### src/rtl/gt_miss_handler.sv
// Miss/refill controller for the GT cache: optional dirty-victim write-back, then line read and fill.
// Define GT_MISS_STATS_EN to add the missCount/stallCycles/wbCount statistics outputs.
module gt_miss_handler #(
  parameter int ADDR_W = 32,
  parameter int LINE_W = 256,
  parameter int OFF_W  = 5
) (
  input  logic              CLK,
  input  logic              RST,
  input  logic              miss,
  input  logic [ADDR_W-1:0] lineAddr,
  input  logic              evictValid,
  input  logic [ADDR_W-1:0] evictAddr,
  input  logic [LINE_W-1:0] evictData,
  output logic              memReqValid,
  output logic              memReqWrite,
  output logic [ADDR_W-1:0] memReqAddr,
  output logic [LINE_W-1:0] memReqData,
  input  logic              memReqReady,
  input  logic              memRespValid,
  input  logic [LINE_W-1:0] memRespData,
  output logic              fillValid,
  output logic [ADDR_W-1:0] fillAddr,
  output logic [LINE_W-1:0] memData,
  output logic              stall
`ifdef GT_MISS_STATS_EN
  ,
  output logic [31:0]       missCount,
  output logic [31:0]       stallCycles,
  output logic [31:0]       wbCount
`endif
);

  typedef enum logic [2:0] {
    S_IDLE,
    S_WB_REQ,
    S_RD_REQ,
    S_RD_WAIT,
    S_FILL
  } state_t;

  state_t r_state;
  state_t w_nextState;

  logic [ADDR_W-1:0] r_missAddr;
  logic [ADDR_W-1:0] r_evictAddr;
  logic [LINE_W-1:0] r_evictData;

  logic              r_memReqValid;
  logic              r_memReqWrite;
  logic [ADDR_W-1:0] r_memReqAddr;
  logic [LINE_W-1:0] r_memReqData;
  logic              r_fillValid;
  logic [ADDR_W-1:0] r_fillAddr;
  logic [LINE_W-1:0] r_memData;
  logic              r_stall;

  logic [ADDR_W-1:0] w_alignedLine;
  logic [ADDR_W-1:0] w_alignedEvict;
  logic [ADDR_W-1:0] w_missLine;
  logic [ADDR_W-1:0] w_victimAddr;
  logic [LINE_W-1:0] w_victimData;
  logic              w_missAccept;
  logic              w_unusedOffsets;

  assign w_alignedLine   = {lineAddr[ADDR_W-1:OFF_W], {OFF_W{1'b0}}};
  assign w_alignedEvict  = {evictAddr[ADDR_W-1:OFF_W], {OFF_W{1'b0}}};
  assign w_unusedOffsets = ^{lineAddr[OFF_W-1:0], evictAddr[OFF_W-1:0]};
  assign w_missAccept    = (r_state == S_IDLE) && miss;

  // On the accepting edge the latches are not yet loaded, so requests take the inputs directly
  assign w_missLine   = (r_state == S_IDLE) ? w_alignedLine  : r_missAddr;
  assign w_victimAddr = (r_state == S_IDLE) ? w_alignedEvict : r_evictAddr;
  assign w_victimData = (r_state == S_IDLE) ? evictData      : r_evictData;

  always_ff @(posedge CLK or posedge RST) begin
    if (RST) begin
      r_state <= S_IDLE;
    end else begin
      r_state <= w_nextState;
    end
  end

  always_comb begin
    w_nextState = r_state;
    unique case (r_state)
      S_IDLE:    if (miss) w_nextState = evictValid ? S_WB_REQ : S_RD_REQ;
      S_WB_REQ:  if (memReqReady) w_nextState = S_RD_REQ;
      S_RD_REQ:  if (memReqReady) w_nextState = S_RD_WAIT;
      S_RD_WAIT: if (memRespValid) w_nextState = S_FILL;
      S_FILL:    w_nextState = S_IDLE;
      default:   w_nextState = S_IDLE;
    endcase
  end

  always_ff @(posedge CLK or posedge RST) begin
    if (RST) begin
      r_missAddr  <= '0;
      r_evictAddr <= '0;
      r_evictData <= '0;
    end else if (w_missAccept) begin
      r_missAddr <= w_alignedLine;
      if (evictValid) begin
        r_evictAddr <= w_alignedEvict;
        r_evictData <= evictData;
      end
    end
  end

  // Outputs are registered from the next state so they line up with the state they describe
  always_ff @(posedge CLK or posedge RST) begin
    if (RST) begin
      r_memReqValid <= 1'b0;
      r_memReqWrite <= 1'b0;
      r_memReqAddr  <= '0;
      r_memReqData  <= '0;
      r_fillValid   <= 1'b0;
      r_fillAddr    <= '0;
      r_memData     <= '0;
      r_stall       <= 1'b0;
    end else begin
      r_memReqValid <= (w_nextState == S_WB_REQ) || (w_nextState == S_RD_REQ);
      r_memReqWrite <= (w_nextState == S_WB_REQ);
      if (w_nextState == S_WB_REQ) begin
        r_memReqAddr <= w_victimAddr;
        r_memReqData <= w_victimData;
      end else if (w_nextState == S_RD_REQ) begin
        r_memReqAddr <= w_missLine;
        r_memReqData <= '0;
      end else begin
        r_memReqAddr <= '0;
        r_memReqData <= '0;
      end
      r_fillValid <= (w_nextState == S_FILL);
      if ((r_state == S_RD_WAIT) && memRespValid) begin
        r_memData  <= memRespData;
        r_fillAddr <= r_missAddr;
      end
      // Stall is held one extra cycle past FILL so the core sees the installed line
      r_stall <= (w_nextState != S_IDLE) || (r_state == S_FILL);
    end
  end

  assign memReqValid = r_memReqValid;
  assign memReqWrite = r_memReqWrite;
  assign memReqAddr  = r_memReqAddr;
  assign memReqData  = r_memReqData;
  assign fillValid   = r_fillValid;
  assign fillAddr    = r_fillAddr;
  assign memData     = r_memData;
  assign stall       = r_stall;

`ifdef GT_MISS_STATS_EN
  logic [31:0] r_missCount;
  logic [31:0] r_stallCycles;
  logic [31:0] r_wbCount;

  always_ff @(posedge CLK or posedge RST) begin
    if (RST) begin
      r_missCount   <= '0;
      r_stallCycles <= '0;
      r_wbCount     <= '0;
    end else begin
      if (w_missAccept && (r_missCount != 32'hFFFF_FFFF)) r_missCount <= r_missCount + 32'd1;
      if (r_stall && (r_stallCycles != 32'hFFFF_FFFF)) r_stallCycles <= r_stallCycles + 32'd1;
      if ((r_state == S_WB_REQ) && memReqReady && (r_wbCount != 32'hFFFF_FFFF)) begin
        r_wbCount <= r_wbCount + 32'd1;
      end
    end
  end

  assign missCount   = r_missCount;
  assign stallCycles = r_stallCycles;
  assign wbCount     = r_wbCount;
`endif

endmodule

### config.mk
export PLATFORM = sky130hd
export DESIGN_NAME = gt_miss_handler
export DESIGN_NICKNAME = d
export VERILOG_FILES = /design/src/rtl/gt_miss_handler.sv
export SDC_FILE = /design/constraint.sdc
export NUM_CORES = 2
export LEC_CHECK = 0
export ABC_AREA = 1
export CAP_MARGIN = 10
export CORE_AREA = 2 2 459 461
export DETAILED_ROUTE_END_ITERATION = 10
export DIE_AREA = 0 0 461 463
export DONT_BUFFER_PORTS = 1
export PLACE_DENSITY = 0.34
export SLEW_MARGIN = 10
export SYNTH_ARGS = -nofsm -noshare
export SYNTH_HDL_FRONTEND = slang
export SYNTH_SLANG_ARGS = --single-unit
### constraint.sdc
create_clock -name CLK -period 31.8 [get_ports CLK]
set_input_delay 3.18 -clock CLK [delete_from_list [all_inputs] [get_ports CLK]]
set_output_delay 3.18 -clock CLK [all_outputs]
set_load 0.02 [all_outputs]
==> run metrics <==
cts-stage hold buffer count 0; Total Wirelength 152000 um; Site Rows 168; CTS max path bufs 3; Vias 26.1k; Comb pwr share 0.229; Die Ht 463 um; final hold vios 0; vias in the first global route 25.6k; skew final 0.0550 ns; die area 213000 um2; DR DRC count 0; final setup vio count 0; # resized after CTS 0; total CTS buffers 115; CTS tree yes; Area contributors post-synth dfrtp_1 62%, nand2_1 19%, o21ai_0 8.7%; Slew headroom 0.243; clk sinks 883; RSZ-0062 raised after global routing false; drt first pass iters 5; Worst EP required 32.39 ns; Netlist cell types 20; CP endpoint r_evictData[231]$_DFFE_PP0P_; clock-pin slew on the worst setup and hold paths 0.06 ns; Leakage 22.5 nW; IO Pins 1162; postcts setup bufs 0; max-cap violation count 0; largest net degree at the start of global routing 195; outcome finished, final reports clean; Syn Std Cell Area 35500 um2; DR WL/cell 21.7 um; CP endpoint kind flip-flop; crit path from miss; Syn Inst Count 4160; sequential area share after synthesis 0.622; reg-to-reg critical path endpoint r_evictData[231]$_DFFE_PP0P_; cell taking the most area after synthesis dfrtp_1; minimum clock period 6.38 ns; Psw 0.00199 W; H-tree depth 3; startpoint type of the worst setup path input port; final worst-path cycle share 0.200; mean cell area of the mapped netlist 8.54 um2; fill count 23.2k; synthesis warning total 0; Register-to-Register Path Depth 7; Clk pwr share 0.285; Setup CP Type input port to flip-flop; Worst Hold Class flip-flop to flip-flop; PwrDens 110 nW/um2; Worst-Skew Late Latency 0.77 ns; worst hold stages 2; switching share of power 0.429; Pint 0.00265 W; Final Non-Filler Cells 7009; RR Startpoint r_state[2]$_DFF_PP0_; routability congestion estimate 0.833; Reg power frac 0.487; Inst Count DP 6769; CP Max Fanout 109; Clock Tree Root clkbuf_16; DR vias/cell 3.72; die width 461 um; placed wire-length estimate 112000 um; area share of the largest cell type after synthesis 0.622; #FFs+latches synth 883; IO buf count 0; starting density of the core 0.170; Peak VDD IR 0.0000722 V; DR iter-0 viols 1903; first-pass GRT wire length 209000 um; GRT Total Usage 0.139; area grow syn2layout 18.7%; # nets final 4663; initial antenna violation count 34; fmax 0.157 GHz; GR Overflow Total 0; actual slew at the worst max-slew pin 1.13 ns; pins over their slew limit 0; Final TNS setup 0 ns; layout cell share with drive strength beyond 1 0.0563; Critical Path AT 6.97 ns; floorplan core area 209000 um2; R2R setup slack 27.35 ns; DRT antenna net count 0
synth_stat cells:
master,number
clkbuf_1,73
nor2_1,6
nand2_1,1790
nand4_1,1
nand3_1,29
buf_4,31
buf_2,130
dfrtp_1,883
nand3_2,2
nand2_2,2
inv_1,573
o21ai_0,621
buf_6,1
conb_1,1
nand3b_1,1
inv_2,4
buf_1,8
nor3_2,1
nor2_2,2
o21bai_1,1
final cells by class:
| type | instances | area [um2] | share of cell area |
|---|---|---|---|
| Antenna cell | 27 | 67.6 | 0.00160 |
| Clock buffer | 169 | 3320 | 0.0788 |
| Clock inverter | 44 | 500 | 0.0119 |
| Inverter | 577 | 2190 | 0.0518 |
| Multi-Input combinational cell | 2466 | 10200 | 0.241 |
| Sequential cell | 883 | 22100 | 0.524 |
| Tap cell | 2805 | 3510 | 0.0832 |
| Timing Repair Buffer | 38 | 323 | 0.00765 |
power by group through the flow:
stage	Clock, W	Combinational [W]	Sequential [W]
global route	0.00143	0.00127	0.00231
CTS	0.00139	0.00111	0.00228
floorplan	0	0.000813	0.00207
detailed placement	0	0.00110	0.00229
finish	0.00132	0.00106	0.00226
global placement	0	0.00109	0.00229
how the worst min path moves through the flow:
stage | from | to | slack (ns)
2_1_floorplan | r_evictData[100]$_DFFE_PP0P_ | r_evictData[100]$_DFFE_PP0P_ | 0.45
3_3_place_gp | r_evictData[98]$_DFFE_PP0P_ | r_evictData[98]$_DFFE_PP0P_ | 0.47
3_5_place_dp | r_evictData[228]$_DFFE_PP0P_ | r_evictData[228]$_DFFE_PP0P_ | 0.47
4_1_cts | r_evictData[193]$_DFFE_PP0P_ | r_evictData[193]$_DFFE_PP0P_ | 0.49
5_1_grt | r_evictData[193]$_DFFE_PP0P_ | r_evictData[193]$_DFFE_PP0P_ | 0.50
6_report | r_evictData[76]$_DFFE_PP0P_ | r_evictData[76]$_DFFE_PP0P_ | 0.48
logic make-up after synthesis:
| group | after synthesis | share of synthesized area |
|---|---|---|
| compound gates | 622 | 0.0877 |
| buf+inv | 820 | 0.0947 |
| other cells | 1 | 0.000106 |
| flops | 883 | 0.622 |
| simple gates | 1834 | 0.196 |
layout by cell type (no fill, tap or decap):
| master | n |
|---|---|
| clkinvlp_4 | 5 |
| nand2_2 | 1 |
| nand3_2 | 1 |
| clkbuf_8 | 22 |
| nand3_4 | 1 |
| buf_12 | 3 |
| inv_1 | 572 |
| dfrtp_1 | 883 |
| nand3_1 | 29 |
| clkbuf_16 | 116 |
| inv_16 | 1 |
| nor2_2 | 1 |
| clkinv_4 | 6 |
| nand2_8 | 2 |
| inv_2 | 2 |
| nor2_4 | 2 |
| nand3b_1 | 1 |
| nand2_4 | 1 |
| clkinv_16 | 2 |
| clkinv_8 | 2 |
| nor3_2 | 1 |
| clkinv_2 | 20 |
| o21bai_1 | 1 |
| o21ai_0 | 621 |
| bufinv_16 | 6 |
| diode_2 | 27 |
| inv_8 | 2 |
| conb_1 | 10 |
| inv_6 | 3 |
| nand2_1 | 1788 |
| nor2_1 | 5 |
| buf_4 | 35 |
| nand4_1 | 1 |
| clkbuf_1 | 31 |
sequential cells by signal, indices dropped and copies added (netlist names), 3 cells and up:
name         cells
fillAddr        27
memData        256
memReqAddr      27
memReqData     256
r_evictAddr     27
r_evictData    256
r_missAddr      27
r_state          3
worst max-delay path, cell delays in order:
cell,delay [ns]
nand2_1,0.06
inv_1,0.07
nand3_4,0.14
buf_4,0.54
buf_4,0.77
buf_4,0.87
buf_4,0.88
o21ai_0,0.19
through the flow:
step           total power (W)  worst slack (ns)  hold WS, ns  instance area, um2   util
3_3_place_gp           0.00338             24.53        0.465               38300  0.184
6_report               0.00464             25.42        0.482               42200  0.202
4_1_cts                0.00477             25.38        0.487               42100  0.202
3_5_place_dp           0.00339             24.51        0.473               38300  0.184
5_1_grt                0.00501             24.90        0.504               42200  0.202
2_1_floorplan          0.00288              3.80        0.453               35600      -
metal layers:
layer | global-route usage | up-vias | part of all wire
met3 | 0.0651 | 240 | 0.11
li1 | - | 12400 | -
met1 | 0.143 | 12500 | 0.36
met4 | 0.0736 | 12 | 0.048
met5 | 0 | - | 0.00048
met2 | 0.233 | 969 | 0.49
Power figures use the tool's default switching activity.
